File: src/rtl/sdram_arbiter.sv
// ---------------------------------------------------------------------------
// sdram_arbiter
//
// Two-port round-robin scheduler in front of a single-access SDRAM
// controller that has no busy/acknowledge output. The arbiter keeps a
// cycle-exact shadow of the controller's init, access and auto-refresh
// timing, and only raises RD_REQ/WR_REQ on a cycle where the controller is
// known to be idle with no refresh due.
//
// Ports:
//   CLK, nRESET            clock shared with the controller; async active-low
//                          reset (same net as the controller's reset)
//   A_REQ/A_WE/A_ADDR/     port A request level, write enable, word address,
//   A_WDATA                write data (held stable while A_REQ is high)
//   A_ACK, A_RDATA         one-cycle completion pulse; read data valid with ACK
//   B_*                    identical set for port B
//   RD_REQ, WR_REQ         one-cycle access request to the controller
//   RD_ADDR, WR_ADDR       latched access address (always equal)
//   WR_DATA                latched write data
//   RD_DATA                read data from the controller
//   INIT_DONE              high once the init shadow has completed
// ---------------------------------------------------------------------------
module sdram_arbiter #(
    parameter int INIT_CYCLES      = 15007,
    parameter int REFRESH_INTERVAL = 8,
    parameter int BUSY_CYCLES      = 6
) (
    input  logic        CLK,
    input  logic        nRESET,
    input  logic        A_REQ,
    input  logic        A_WE,
    input  logic [21:0] A_ADDR,
    input  logic [15:0] A_WDATA,
    output logic        A_ACK,
    output logic [15:0] A_RDATA,
    input  logic        B_REQ,
    input  logic        B_WE,
    input  logic [21:0] B_ADDR,
    input  logic [15:0] B_WDATA,
    output logic        B_ACK,
    output logic [15:0] B_RDATA,
    output logic        RD_REQ,
    output logic        WR_REQ,
    output logic [21:0] RD_ADDR,
    output logic [21:0] WR_ADDR,
    output logic [15:0] WR_DATA,
    input  logic [15:0] RD_DATA,
    output logic        INIT_DONE
);

    localparam int IW = $clog2(INIT_CYCLES + 1);
    localparam int BW = $clog2(BUSY_CYCLES + 1);

    localparam logic [IW-1:0] INIT_LOAD     = IW'(INIT_CYCLES);
    localparam logic [IW-1:0] INIT_LAST     = IW'(1);
    localparam logic [BW-1:0] BUSY_LOAD     = BW'(BUSY_CYCLES);
    localparam logic [BW-1:0] BUSY_CAP      = BW'(2);
    localparam logic [BW-1:0] BUSY_LAST     = BW'(1);
    localparam logic [BW-1:0] BUSY_STEP     = BW'(1);
    localparam logic [3:0]    REF_SAT       = 4'(REFRESH_INTERVAL);
    // Granting at REF <= SAT-2 keeps REF below saturation in the ISSUE cycle,
    // so the controller can never see a request and a due refresh together.
    localparam logic [3:0]    REF_GRANT_MAX = 4'(REFRESH_INTERVAL - 2);

    typedef enum logic [2:0] {
        ST_INIT    = 3'd0,
        ST_IDLE    = 3'd1,
        ST_REFRESH = 3'd2,
        ST_ISSUE   = 3'd3,
        ST_BUSY    = 3'd4
    } state_t;

    state_t        state_r;
    logic [IW-1:0] init_cnt_r;
    logic [BW-1:0] busy_cnt_r;
    logic [3:0]    ref_r;
    logic          last_b_r;
    logic          gnt_b_r;
    logic          we_r;
    logic [21:0]   addr_r;
    logic [15:0]   wdata_r;
    logic          rd_req_r;
    logic          wr_req_r;
    logic          a_ack_r;
    logic          b_ack_r;
    logic [15:0]   a_rdata_r;
    logic [15:0]   b_rdata_r;
    logic          init_done_r;

    logic          grant_b_s;
    logic          can_grant_s;
    logic          sel_we_s;
    logic [21:0]   sel_addr_s;
    logic [15:0]   sel_wdata_s;

    // Round-robin pick: a lone request wins, a tie goes to the port not granted last.
    always_comb begin
        grant_b_s   = 1'b0;
        can_grant_s = 1'b0;
        if (B_REQ && (!A_REQ || !last_b_r)) begin
            grant_b_s = 1'b1;
        end else begin
            grant_b_s = 1'b0;
        end
        if ((ref_r <= REF_GRANT_MAX) && (A_REQ || B_REQ)) begin
            can_grant_s = 1'b1;
        end else begin
            can_grant_s = 1'b0;
        end
    end

    // Mux the winning port's request fields toward the issue registers.
    always_comb begin
        sel_we_s    = A_WE;
        sel_addr_s  = A_ADDR;
        sel_wdata_s = A_WDATA;
        if (grant_b_s) begin
            sel_we_s    = B_WE;
            sel_addr_s  = B_ADDR;
            sel_wdata_s = B_WDATA;
        end else begin
            sel_we_s    = A_WE;
            sel_addr_s  = A_ADDR;
            sel_wdata_s = A_WDATA;
        end
    end

    // Shadow of the controller's refresh timer: saturates, cleared by the refresh.
    always_ff @(posedge CLK or negedge nRESET) begin
        if (!nRESET) begin
            ref_r <= 4'd0;
        end else if (state_r == ST_REFRESH) begin
            ref_r <= 4'd0;
        end else if (ref_r != REF_SAT) begin
            ref_r <= ref_r + 4'd1;
        end else begin
            ref_r <= ref_r;
        end
    end

    // Main scheduler FSM with all controller- and port-facing outputs registered.
    always_ff @(posedge CLK or negedge nRESET) begin
        if (!nRESET) begin
            state_r     <= ST_INIT;
            init_cnt_r  <= INIT_LOAD;
            busy_cnt_r  <= {BW{1'b0}};
            last_b_r    <= 1'b1;
            gnt_b_r     <= 1'b0;
            we_r        <= 1'b0;
            addr_r      <= 22'd0;
            wdata_r     <= 16'd0;
            rd_req_r    <= 1'b0;
            wr_req_r    <= 1'b0;
            a_ack_r     <= 1'b0;
            b_ack_r     <= 1'b0;
            a_rdata_r   <= 16'd0;
            b_rdata_r   <= 16'd0;
            init_done_r <= 1'b0;
        end else begin
            a_ack_r <= 1'b0;
            b_ack_r <= 1'b0;
            case (state_r)
                ST_INIT: begin
                    if (init_cnt_r == INIT_LAST) begin
                        state_r     <= ST_IDLE;
                        init_done_r <= 1'b1;
                    end else begin
                        init_cnt_r  <= init_cnt_r - IW'(1);
                    end
                end
                ST_IDLE: begin
                    if (ref_r == REF_SAT) begin
                        // The controller itself starts a refresh in this cycle.
                        state_r <= ST_REFRESH;
                    end else if (can_grant_s) begin
                        state_r  <= ST_ISSUE;
                        gnt_b_r  <= grant_b_s;
                        last_b_r <= grant_b_s;
                        we_r     <= sel_we_s;
                        addr_r   <= sel_addr_s;
                        wdata_r  <= sel_wdata_s;
                        rd_req_r <= ~sel_we_s;
                        wr_req_r <= sel_we_s;
                    end else begin
                        state_r <= ST_IDLE;
                    end
                end
                ST_REFRESH: begin
                    state_r <= ST_IDLE;
                end
                ST_ISSUE: begin
                    rd_req_r   <= 1'b0;
                    wr_req_r   <= 1'b0;
                    busy_cnt_r <= BUSY_LOAD;
                    state_r    <= ST_BUSY;
                end
                ST_BUSY: begin
                    busy_cnt_r <= busy_cnt_r - BUSY_STEP;
                    // Second-to-last busy cycle: controller read data is valid now,
                    // and registering ACK here puts its pulse in the last cycle.
                    if (busy_cnt_r == BUSY_CAP) begin
                        if (gnt_b_r) begin
                            b_ack_r <= 1'b1;
                            if (!we_r) begin
                                b_rdata_r <= RD_DATA;
                            end
                        end else begin
                            a_ack_r <= 1'b1;
                            if (!we_r) begin
                                a_rdata_r <= RD_DATA;
                            end
                        end
                    end
                    if (busy_cnt_r == BUSY_LAST) begin
                        state_r <= ST_IDLE;
                    end
                end
                default: begin
                    state_r <= ST_INIT;
                end
            endcase
        end
    end

    assign A_ACK     = a_ack_r;
    assign B_ACK     = b_ack_r;
    assign A_RDATA   = a_rdata_r;
    assign B_RDATA   = b_rdata_r;
    assign RD_REQ    = rd_req_r;
    assign WR_REQ    = wr_req_r;
    // The controller takes the row from WR_ADDR while idle, so both carry the latch.
    assign RD_ADDR   = addr_r;
    assign WR_ADDR   = addr_r;
    assign WR_DATA   = wdata_r;
    assign INIT_DONE = init_done_r;

endmodule
File: config.mk
export PLATFORM = sky130hd
export DESIGN_NAME = sdram_arbiter
export DESIGN_NICKNAME = d
export VERILOG_FILES = /design/src/rtl/sdram_arbiter.sv
export SDC_FILE = /design/constraint.sdc
export NUM_CORES = 1
export LEC_CHECK = 0
export BUFFER_PORTS_ARGS = -buffer_cell sky130_fd_sc_hd__buf_2
export CORE_ASPECT_RATIO = 1.75
export CORE_MARGIN = 1
export CORE_UTILIZATION = 40
export DETAILED_ROUTE_END_ITERATION = 10
export PLACE_DENSITY = 0.78
export SLEW_MARGIN = 40
export SYNTH_ARGS = -nofsm -noshare
export SYNTH_HDL_FRONTEND = slang
export SYNTH_SLANG_ARGS = --single-unit
File: constraint.sdc
create_clock -name CLK -period 1.93 [get_ports CLK]
set_input_delay 0.386 -clock CLK [delete_from_list [all_inputs] [get_ports CLK]]
set_output_delay 0.386 -clock CLK [all_outputs]
set_load 0.01 [all_outputs]
# == Word-level counts from Yosys, hierarchy flattened ==
# Cells that the tools add are included.
# classes
muxes,25
addsub,3
n_eq_ne,13
bitwise_logic,5
n_reduce_logical,17
n_lt_le_gt_ge,1
# op_table
op,count
two-way mux 22 bit,1
two-way mux 16 bit,1
one-hot mux 3 bit (5 select lines),1
== test 14 x 1 -> 1 bit (second input constant),1
subtractor 14 x 1 -> 14 bit (second input constant),1
two-way mux 1 bit,13
== test 3 x 2 -> 1 bit (second input constant),3
two-way mux 4 bit,2
inequality test 2 bit (second input constant),4
AND reduction 4 bit,2
== test 3 x 1 -> 1 bit (second input constant),2
two-way mux 3 bit,2
one-hot mux 3 bit (2 select lines),1
AND reduction 2 bit,3
AND reduction 3 bit,2
nonzero test 2 bit,3
inverter 1 bit,5
adder 4 x 1 -> 4 bit (second input constant),1
== test 4 bit (second input constant),1
less-or-equal comparator 4 x 3 -> 1 bit (second input constant),1
two-way mux 2 bit,2
inequality test 4 bit (second input constant),1
one-hot mux 1 bit (2 select lines),2
== test 3 bit (second input constant),1
5 further kinds,8
# totals
input_bits,98
output_inout_bits,97
wordCells,80
reg_bits,102

# == Depth between registers and ports, before layout ==
# Gate-level depths: netlist (run 1).
# depth
word_depth,9
mapped_depth,7
ltp_nobuf,6

# == Worst setup path before layout (run 1) ==
# OpenSTA, ideal clock, no wires.
# synth_timing
path_type,flip-flop to flip-flop
from,register state_r[1]
to,register a_rdata_r[10] (netlist: A_RDATA[10])
synth_period_minus_slack_ps,1920
setup_slack_ps,10
required_ps,1805
stages_incl_launch_ff,7
path_buffers,2
arrival_time_ps,1795
setup_time_ps,125
path_cell_list,dfrtp_1 buf_2 nor4b_4 nand2_1 nor3_2 buf_4 mux2_2
# synth_via
elab_chain_cells,2
# synth_rtl
item,line_no,text
from (decl),73,state_t state_r;
from (signal assigned),144,state_r <= ST_INIT;
from (signal assigned),165,state_r <= ST_IDLE;
from (signal assigned),174,state_r <= ST_REFRESH;
== test 3 bit,162,case (state_r)
AND reduction 4 bit (no source line),-,
to (signal assigned),156,a_rdata_r <= 16'd0;
to (signal assigned),210,a_rdata_r <= RD_DATA;
to (decl),86,logic [15:0] a_rdata_r;
# Every way passes these cells.
# A chain may end at the register's enable or synchronous reset.

# == Worst setup path in the final report (run 1) ==
# layout_timing
from,register state_r[2]
to,register addr_r[19] (netlist: RD_ADDR[19])
# layout_via
elab_chain_cells,2
# layout_rtl
item,line_no,text
== test 3 x 1 -> 1 bit,162,
AND reduction 3 bit (no source line),-,
to (signal assigned),180,addr_r <= sel_addr_s;
to (decl),80,logic [21:0] addr_r;
# Every way passes these cells.

==> results of run 1 <==
[state kept, by name, indices dropped and copies added (netlist names), 3 cells and up]
register,cells
WR_DATA,16
B_RDATA,16
ref_r,4
state_r,3
A_RDATA,16
busy_cnt_r,3
init_cnt_r,14
RD_ADDR,22
[cells in the mapped netlist (2+ instances only)]
library cell / n / area [sq um]
inv_1: 8 / 30.0
nand2_1: 13 / 48.8
nor3_2: 2 / 20.0
ha_1: 8 / 100
nand3b_1: 2 / 15.0
dfrtp_1: 91 / 2280
nor2_1: 49 / 184
xnor2_1: 15 / 131
nand3_1: 9 / 45.0
buf_2: 10 / 50.1
clkbuf_1: 5 / 18.8
nor3_1: 3 / 15.0
mux2_2: 34 / 383
o21ai_0: 5 / 25.0
mux2i_1: 40 / 400
dfstp_2: 11 / 289
or3_1: 2 / 12.5
and3_1: 3 / 18.8
nor4_1: 3 / 18.8
nor2b_1: 3 / 18.8
a21oi_1: 45 / 225
buf_4: 24 / 180
nand4_1: 6 / 37.5
[worst register-to-register path, cell delays in order (launching register included)]
cell and delay, ps:
dfrtp_2 460, or3b_4 400, nor4_4 340, buf_6 200, buf_12 160, nor2_1 70
a21oi_1 170
[logic make-up (layout without fill, tap and decap cells)]
kind of cell,Yosys count,in the layout,share of synthesized area
DFF,102,102,0.546
muxes,74,74,0.167
buffers and inverters,49,237,0.0625
and+or+nand+nor,103,103,0.111
adders and majority gates,8,8,0.0213
xor gates and xnor gates,15,15,0.0279
AOI/OAI and AO/OA,57,57,0.0647
[metrics by stage]
step | total power [mW] | cell area, sq um | cells | setup WS (ps)
floorplan | 6.20 | 4700 | 408 | 10.3
global placement | 7.30 | 5770 | 712 | 203
detailed placement | 7.52 | 5770 | 712 | 35.3
CTS | 9.60 | 6110 | 728 | 10.8
global route | 10.3 | 6180 | 731 | 4.04
finish | 9.72 | 6180 | 731 | 61.5
[power breakdown]
group | switching (mW) | total [mW] | internal, mW
Sequential | 0.684 | 3.74 | 3.06
Combinational | 2.09 | 3.93 | 1.84
Clock | 0.765 | 2.04 | 1.27
Total | 3.54 | 9.72 | 6.18
[routing by layer]
layer  global-route usage  up-vias  wire (um)
met1                0.209     1814       4440
met4               0.0793        0        248
met2                0.320      136       5940
li1                     -     1748          -
met3               0.0442       14        646
met5                    0        -          0
[timing repair]
| action | 4_1_cts | 5_1_grt |
|---|---|---|
| buffers inserted | 0 | 1 |
| hold buffers | 0 | 0 |
| endpoints found under the setup margin | 0 | 33 |
| resized for setup | 0 | 4 |
[path summary, 6_finish.rpt]
path                       slack (ps)                       to  cells after the start
max                                60  RD_ADDR[19]$_DFFE_PN0P_                      6
max reg2reg                        60  RD_ADDR[19]$_DFFE_PN0P_                      6
min reg2reg                       490    INIT_DONE$_DFFE_PN0P_                      1
min in group CLK                  290   B_RDATA[0]$_DFFE_PN0P_                      2
max in group asynchronous        1230  WR_DATA[15]$_DFFE_PN0P_                      2
min                                10   WR_DATA[6]$_DFFE_PN0P_                      1
[area by class of cell]
class	instances	area [sq um]
fill	1006	5330
sequential	102	2570
multi-input combinational	257	1860
timing repair buffer	213	1220
clock buffer	11	233
tap	135	169
clock inverter	5	106
inverter	8	30.0
==> summary.md, run 1 <==
| Metric | Value |
|---|---|
| Vias per cell | `about 5.1` |
| Core ar. | `11500 sq um` |
| FMAX | `around 0.54 GHz` |
| Failing checks | `DRC` |
| Final Slew Violations | `0` |
| Final ANT Viol Nets | `0` |
| Synthesized area | `about 4700 sq um` |
| Slowest CP cell | `dfrtp_2` |
| CTS clk-pin slew, worst paths | `70 ps` |
| Post-synthesis sequential area ratio | `0.546` |
| Pre-antenna DRT Iters | `7` |
| Antenna cell count | `0` |
| Crit Reg-Reg Startpoint | `state_r[2]$_DFFE_PN0P_` |
| Vias | `3712` |
| Slew margin rel. | `0.654` |
| Largest net degree at the start of global routing | `40` |
| CP endpoint kind | `flip-flop` |
| Mapped Nets | `roughly 500` |
| Tcrit/Tclk final | `0.968` |
| Die ar. | `12200 sq um` |
| Share of layout cells above drive strength 1 | `0.473` |
| Worst Tran Pin Value | `519 ps` |
| Wire per inst | `15.4 um` |
| DR DRC count | `33` |
| Die Y-Extent | `145 um` |
| RSZ-0062 raised after global routing | `no` |
| H-tree depth | `3` |
| Ys async rst share | `1.00` |
| PortBufs | `194` |
| Synthesis Warnings | `0` |
| Max stage delay on crit path | `460 ps` |
| Core Util, Final | `0.537` |
| Most frequent cells in the layout | `193 x buf_2, 90 x dfrtp_1, 49 x nor2_1, 45 x a21oi_1, 40 x mux2i_1` |
| Initial Utilization | `0.408` |
| Initial DRC count | `168` |
| Buf/Inv on CP | `2` |
| Nets | `~700` |
| Routability cong. | `0.832` |
| Final min period | `1870 ps` |
| Crit path from | `state_r[2]$_DFFE_PN0P_` |
| Synth Flop Type | `dfrtp_1` |
| Worst vdd ir | `roughly 0.75 mV` |
| Total Neg Setup Slack | `0 ps` |
| Hold slack final | `9.64 ps` |
| Chip width | `84.0 um` |
| First-pass GRT wire length | `17500 um` |
| WL final | `11300 um` |
| Syn_area_per_cell | `11.5 sq um` |
| Cells after Synth | `408` |
| P_leak | `3.04 nW` |
| Boundary pin count | `195` |
| Gr ovfl total | `0` |
| CP cell instances | `or3b_4 -> nor4_4 -> buf_6 -> buf_12 -> nor2_1 -> a21oi_1` |
| # rows | `52` |
| Hold Vio Cnt, Final | `0` |
| GRT Util Overall | `0.182` |
| Most common cell after layout, fill and taps aside | `buf_2` |
| Register bit count reported by yosys | `102` |
| DP HPWL | `between 8000 and 9000 um` |
| Clock latency on the worst-skew pair | `340 ps` |
| TritonCTS Sinks | `between 100 and 150` |
| Hold crit path type | `primary input to async pin` |
| Final Setup Violations | `0` |
| Status | `finished, violations left` |
| CTS tree | `built` |
| Max Cap Violations | `0` |
| Worst-case clock buffer depth | `2` |
| Family with the most delay on the worst path | `simple AND/OR/NAND/NOR gates` |
| Crit Path Max Fanout | `20` |
| Power Density | `1570 nW/um^2` |
| Cts bufs inserted | `9` |
| Req. time, crit path | `2180 ps` |
| Vias in the first global route | `3654` |
| Crit path DAT | `about 2100 ps` |
| CP Class | `flip-flop to flip-flop` |
| Final Skew | `9.83 ps` |
| Initial antenna violation count | `0` |
| Kind of start point of the critical path | `flip-flop` |
| Post-synth cell types | `40` |
| Post-synth EDFFs | `0` |
| Root buffer cell | `clkbuf_16` |
| Area growth syn-to-layout | `31.5%` |
(Power assumes the default switching activity.)
==> run 2: changes to the inputs <==
--- a/config.mk
+++ b/config.mk
@@ -7,7 +7,7 @@
 export LEC_CHECK = 0
 export BUFFER_PORTS_ARGS = -buffer_cell sky130_fd_sc_hd__buf_2
 export CORE_ASPECT_RATIO = 1.75
-export CORE_MARGIN = 1
+export CORE_MARGIN = 4
 export CORE_UTILIZATION = 40
 export DETAILED_ROUTE_END_ITERATION = 10
 export PLACE_DENSITY = 0.78
==> summary.md, run 2 (same netlist as run 1, synthesis figures left out) <==
| Metric | Value |
|---|---|
| Boundary pin count | `195 (unchanged)` |
| CP endpoint kind | `flip-flop` |
| Most common cell after layout, fill and taps aside | `buf_2` |
| Vias in the first global route | `3887 (+6.4%)` |
| Root buffer cell | `clkbuf_16` |
| Hold Vio Cnt, Final | `0 (unchanged)` |
| Clock latency on the worst-skew pair | `340 ps (about the same)` |
| Initial DRC count | `72 (-57%)` |
| Worst R2R Setup Slack | `130 ps (+60 ps)` |
| # rows | `52 (unchanged)` |
| Final ANT Viol Nets | `0 (unchanged)` |
| Vias | `3676 (-0.97%)` |
| Share of layout cells above drive strength 1 | `0.474 (+0.000969)` |
| Area growth syn-to-layout | `31.8%` |
| Core Util, Final | `0.538 (+0.000978)` |
| Max Cap Violations | `0 (unchanged)` |
| Final Skew | `8.08 ps (-1.75 ps)` |
| RSZ-0062 raised after global routing | `no` |
| Kind of start point of the critical path | `flip-flop` |
| Max FFs per register | `22 (unchanged)` |
| Family with the most delay on the worst path | `simple AND/OR/NAND/NOR gates` |
| Total Neg Setup Slack | `0 ps (unchanged)` |
| H-tree depth | `3 (unchanged)` |
| Routability cong. | `0.781 (-6.1%)` |
| Core ar. | `11500 sq um (unchanged)` |
| PortBufs | `194 (unchanged)` |
| DR DRC count | `0 (-100%)` |
| Most frequent cells in the layout | `193 x buf_2, 90 x dfrtp_1, 49 x nor2_1, 45 x a21oi_1, 40 x mux2i_1` |
| Cts bufs inserted | `9 (unchanged)` |
| Hold slack final | `293 ps (+283 ps)` |
| Initial antenna violation count | `0 (unchanged)` |
| Slack of the critical path | `126 ps (+64.4 ps)` |
| Multi-input logic area | `1850 sq um (-0.47%)` |
| Req. time, crit path | `2150 ps (-30 ps)` |
| Crit path DAT | `2020 ps (-100 ps)` |
| FMAX | `0.554 GHz (+3.6%)` |
| Status | `finished clean` |
| Fillers | `1020 (+1.4%)` |
| Final Setup Violations | `0 (unchanged)` |
| Worst vdd ir | `0.784 mV (+5.0%)` |
| CP Class | `flip-flop to flip-flop` |
| Slew margin rel. | `0.710 (+0.0567)` |
| CTS clk-pin slew, worst paths | `70 ps (about the same)` |
| Final Slew Violations | `0 (unchanged)` |
| Hold crit path type | `primary input to flip-flop` |
| Buf/Inv on CP | `2 (unchanged)` |
| Register area | `2570 sq um (unchanged)` |
| Post-Place Worst Slack | `15.0 ps (-20.3 ps)` |
| CP cell instances | `inv_2 -> ha_1 -> and3b_1 -> nor4_4 -> buf_6 -> mux2_2` |
| WL final | `11200 um (-0.50%)` |
| Final min period | `1800 ps (-64.4 ps)` |
| First-pass GRT wire length | `18400 um (+5.5%)` |
| Worst-case clock buffer depth | `2 (unchanged)` |
| CTS tree | `built` |
| Crit Path Max Fanout | `4 (-80%)` |
| Crit Reg-Reg Startpoint | `ref_r[0]$_DFFE_PN0P_` |
| Die ar. | `13600 sq um (+12%)` |
| Tcrit/Tclk final | `0.935 (-0.0334)` |
| Die Y-Extent | `151 um (+4.1%)` |
| Pre-antenna DRT Iters | `4 (-3)` |
| Min-delay src | `RD_DATA[5]` |
| Worst Tran Pin Value | `435 ps (-85.0 ps)` |
| Vias per cell | `5.01 (-1.4%)` |
| Antenna cell count | `0 (unchanged)` |
| Nets | `700 (+0.43%)` |
| GRT Util Overall | `0.166 (-0.0162)` |
| Gr ovfl total | `0 (unchanged)` |
| Slowest CP cell | `dfrtp_1` |
| Crit path from | `ref_r[0]$_DFFE_PN0P_` |
| Power Density | `1540 nW/um^2 (-1.8%)` |
| TritonCTS Sinks | `102 (unchanged)` |
| Chip width | `90.0 um (+7.1%)` |
| P_leak | `3.05 nW (+0.42%)` |
| Wire per inst | `15.3 um (-0.90%)` |
| Initial Utilization | `0.408 (unchanged)` |
| Largest net degree at the start of global routing | `42 (+5.0%)` |
| DP HPWL | `8590 um (+1.5%)` |
| Max stage delay on crit path | `430 ps (-30 ps)` |
[run 2: where the power goes]
group	total, mW	switching (mW)	leakage [nW]	internal (mW)
combinational	3.92	2.06	1.70	1.86
clock	1.93	0.780	0.155	1.15
sequential	3.72	0.657	1.20	3.06
[run 2: layer usage]
layer / up-vias / wire (um) / track usage / part of all wire
met5: - / 0 / 0 / 0
met4: 0 / 180 / 0.0683 / 0.016
met3: 11 / 613 / 0.0373 / 0.055
met2: 103 / 6070 / 0.309 / 0.54
met1: 1811 / 4350 / 0.183 / 0.39
li1: 1751 / - / - / -
[run 2: through the flow]
| stage | power [mW] | std cells | cell area (sq um) |
|---|---|---|---|
| floorplan | 6.20 | 408 | 4700 |
| global placement | 7.32 | 713 | 5790 |
| detailed placement | 7.54 | 713 | 5790 |
| CTS | 9.53 | 731 | 6130 |
| global route | 10.3 | 734 | 6200 |
| finish | 9.56 | 734 | 6200 |
[run 2: what timing repair did]
action	4_1_cts	5_1_grt
pin swaps	1	2
hold buffers	1	0
cloned	0	2
setup buffers	1	1
endpoints found under the setup margin	1	10
endpoints found under the hold margin	15	0
resized for setup	0	3
[run 2: final timing paths]
path                                     endpoint  cells after the start
hold reg to reg             INIT_DONE$_DFFE_PN0P_                      1
hold / removal             B_RDATA[5]$_DFFE_PN0P_                      2
setup / recovery              gnt_b_r$_DFFE_PN0P_                      6
max in group asynchronous    last_b_r$_DFFE_PN1P_                      3
min in group asynchronous  RD_ADDR[1]$_DFFE_PN0P_                      2
setup reg to reg              gnt_b_r$_DFFE_PN0P_                      6
[run 2: layout make-up]
class                   count  area share
flip-flops and latches    102       0.414
multi-input cells         257       0.299
repair buffers            216       0.203
clock buffers              10      0.0370
well taps                 135      0.0273
clock inverters             6      0.0149
inverters                   8     0.00485
==> run 3: changes to the inputs <==
--- a/config.mk
+++ b/config.mk
@@ -10,7 +10,7 @@
 export CORE_MARGIN = 4
 export CORE_UTILIZATION = 40
 export DETAILED_ROUTE_END_ITERATION = 10
-export PLACE_DENSITY = 0.78
+export PLACE_DENSITY = 0.75
 export SLEW_MARGIN = 40
 export SYNTH_ARGS = -nofsm -noshare
 export SYNTH_HDL_FRONTEND = slang
==> constraint.sdc (replaced) <==
create_clock -name CLK -period 2.3 [get_ports CLK]
set_input_delay 0.46 -clock CLK [delete_from_list [all_inputs] [get_ports CLK]]
set_output_delay 0.46 -clock CLK [all_outputs]
set_load 0.01 [all_outputs]
==> summary.md, run 3 (same netlist as run 1, synthesis figures left out) <==
| Metric | Value |
|---|---|
| Gr ovfl total | `0 (unchanged)` |
| Met1 global-route usage | `0.191 (+0.00786)` |
| Buf/Inv on CP | `1 (-1)` |
| Initial DRC count | `89 (+24%)` |
| Gr busiest metal | `met2` |
| Vias | `3587 (-2.4%)` |
| P_leak | `2.97 nW (-2.6%)` |
| Worst-case clock buffer depth | `2 (unchanged)` |
| CP endpoint kind | `flip-flop` |
| Final Setup Violations | `0 (unchanged)` |
| Total Neg Setup Slack | `0 ps (unchanged)` |
| Worst Tran Pin Value | `629 ps (+194 ps)` |
| Cts bufs inserted | `9 (unchanged)` |
| Share of layout cells above drive strength 1 | `0.464 (-0.00984)` |
| Most frequent cells in the layout | `193 x buf_2, 91 x dfrtp_1, 49 x nor2_1, 45 x a21oi_1, 40 x mux2i_1` |
| Final min period | `1980 ps (+181 ps)` |
| Max stage delay on crit path | `540 ps (+110 ps)` |
| First-pass GRT wire length | `17900 um (-2.8%)` |
| Worst vdd ir | `0.659 mV (-16%)` |
| M2 GR Usage | `0.287 (-0.0215)` |
| DR DRC count | `0 (unchanged)` |
| Final Skew | `7.23 ps (-0.845 ps)` |
| Post-CTS setup buffers | `0 (-1)` |
| Power Density | `1280 nW/um^2 (-17%)` |
| GRT Util Overall | `0.161 (-0.00519)` |
| Req. time, crit path | `2560 ps (+410 ps)` |
| Crit Path Max Fanout | `42 (+38)` |
| Final Power | `7.70 mW (-19%)` |
| Clock latency on the worst-skew pair | `340 ps (about the same)` |
| Hold slack final | `95.2 ps (-198 ps)` |
| Initial antenna violation count | `0 (unchanged)` |
| Die ar. | `13600 sq um (unchanged)` |
| Slack of the critical path | `315 ps (+189 ps)` |
| CP cell instances | `or3b_1 -> nor4_4 -> buf_12 -> nor2_1 -> a21oi_1` |
| Kind of start point of the critical path | `flip-flop` |
| Root buffer cell | `clkbuf_16` |
| Hold-fix buffers, CTS | `0 (-1)` |
| Area growth syn-to-layout | `28.3%` |
| Tcrit/Tclk final | `0.863 (-0.0718)` |
| Fillers | `1020 (unchanged)` |
| Hold Vio Cnt, Final | `0 (unchanged)` |
| H-tree depth | `3 (unchanged)` |
| WL final | `10800 um (-3.6%)` |
| Initial Utilization | `0.408 (unchanged)` |
| Max FFs per register | `22 (unchanged)` |
| FMAX | `0.504 GHz (-9.1%)` |
| DP HPWL | `8470 um (-1.4%)` |
| Chip width | `90.0 um (unchanged)` |
| Slew margin rel. | `0.577 (-0.134)` |
| Pre-antenna DRT Iters | `4 (unchanged)` |
| Antenna cell count | `0 (unchanged)` |
| Post-Place Worst Slack | `326 ps (+311 ps)` |
| Hold crit path type | `primary input to async pin` |
| M3 GR Usage | `0.0442 (+0.00696)` |
| Boundary pin count | `195 (unchanged)` |
| Most common cell after layout, fill and taps aside | `buf_2` |
| Largest net degree at the start of global routing | `45 (+7.1%)` |
| Die Y-Extent | `151 um (unchanged)` |
| PortBufs | `194 (unchanged)` |
| Routability cong. | `0.771 (-1.2%)` |
| Slowest CP cell | `dfrtp_1` |
| Vias in the first global route | `3640 (-6.4%)` |
| Crit path DAT | `2250 ps (+230 ps)` |
| CTS clk-pin slew, worst paths | `70 ps (about the same)` |
| Wire per inst | `15.0 um (-2.1%)` |
| RSZ-0062 raised after global routing | `no` |
| Final ANT Viol Nets | `0 (unchanged)` |
| Max Cap Violations | `0 (unchanged)` |
| Final Slew Violations | `0 (unchanged)` |
| Family with the most delay on the worst path | `simple AND/OR/NAND/NOR gates` |
| Status | `finished clean` |
| Vias per cell | `4.96 (-0.94%)` |
| Cts repair resizes | `0 (unchanged)` |
| TritonCTS Sinks | `102 (unchanged)` |
| Nets | `689 (-1.6%)` |
| CTS tree | `built` |
| Core ar. | `11500 sq um (unchanged)` |
| # rows | `52 (unchanged)` |
| CP Class | `flip-flop to flip-flop` |
[run 3: cell count changes in the layout (fill, tap and decap cells not counted), moves of 2 or more]
cell	before	now
clkinv_4	0	2
buf_12	6	4
clkbuf_16	11	9
buf_4	13	8
[run 3: per-stage QoR]
stage | cells | utilization | area (sq um)
floorplan | 408 | - | 4700
global placement | 707 | 0.497 | 5720
detailed placement | 707 | 0.497 | 5720
CTS | 723 | 0.524 | 6030
global route | 723 | 0.524 | 6030
finish | 723 | 0.524 | 6030
[run 3: final cells by class]
| class | count | area [sq um] | area share |
|---|---|---|---|
| Inverter | 8 | 30.0 | 0.00498 |
| Clock inverter | 6 | 68.8 | 0.0114 |
| Clock buffer | 10 | 239 | 0.0396 |
| Timing Repair Buffer | 205 | 1110 | 0.183 |
| Tap cell | 135 | 169 | 0.0280 |
| Multi-Input combinational cell | 257 | 1850 | 0.307 |
| Sequential cell | 102 | 2570 | 0.425 |
[run 3: metal layers]
metal  up-vias  routed length (um)
met5         -                   0
met4         0                 173
met3        16                 577
met2       103                5760
met1      1720                4300
li1       1748                   -
[run 3: path summary, 6_finish.rpt]
kind / start / end / slack [ps] / depth (start not counted)
max: state_r[0]$_DFFE_PN0P_ / WR_DATA[5]$_DFFE_PN0P_ / 320 / 5
min: nRESET / INIT_DONE$_DFFE_PN0P_ / 100 / 1
max reg2reg: state_r[0]$_DFFE_PN0P_ / WR_DATA[5]$_DFFE_PN0P_ / 320 / 5
min reg2reg: init_cnt_r[5]$_DFFE_PN0P_ / init_cnt_r[5]$_DFFE_PN0P_ / 470 / 1
max in group asynchronous: nRESET / last_b_r$_DFFE_PN1P_ / 1530 / 2
min in group CLK: RD_DATA[2] / B_RDATA[2]$_DFFE_PN0P_ / 370 / 2
[run 3: power breakdown]
group / switching [mW] / internal, mW
Combinational: 1.63 / 1.39
Sequential: 0.581 / 2.56
Clock: 0.658 / 0.879
[run 3: worst register-to-register path, cell delays in order, from the launching register on]
cell,delay (ps)
dfrtp_1,540
or3b_1,450
nor4_4,460
buf_12,270
nor2_1,70
a21oi_1,120
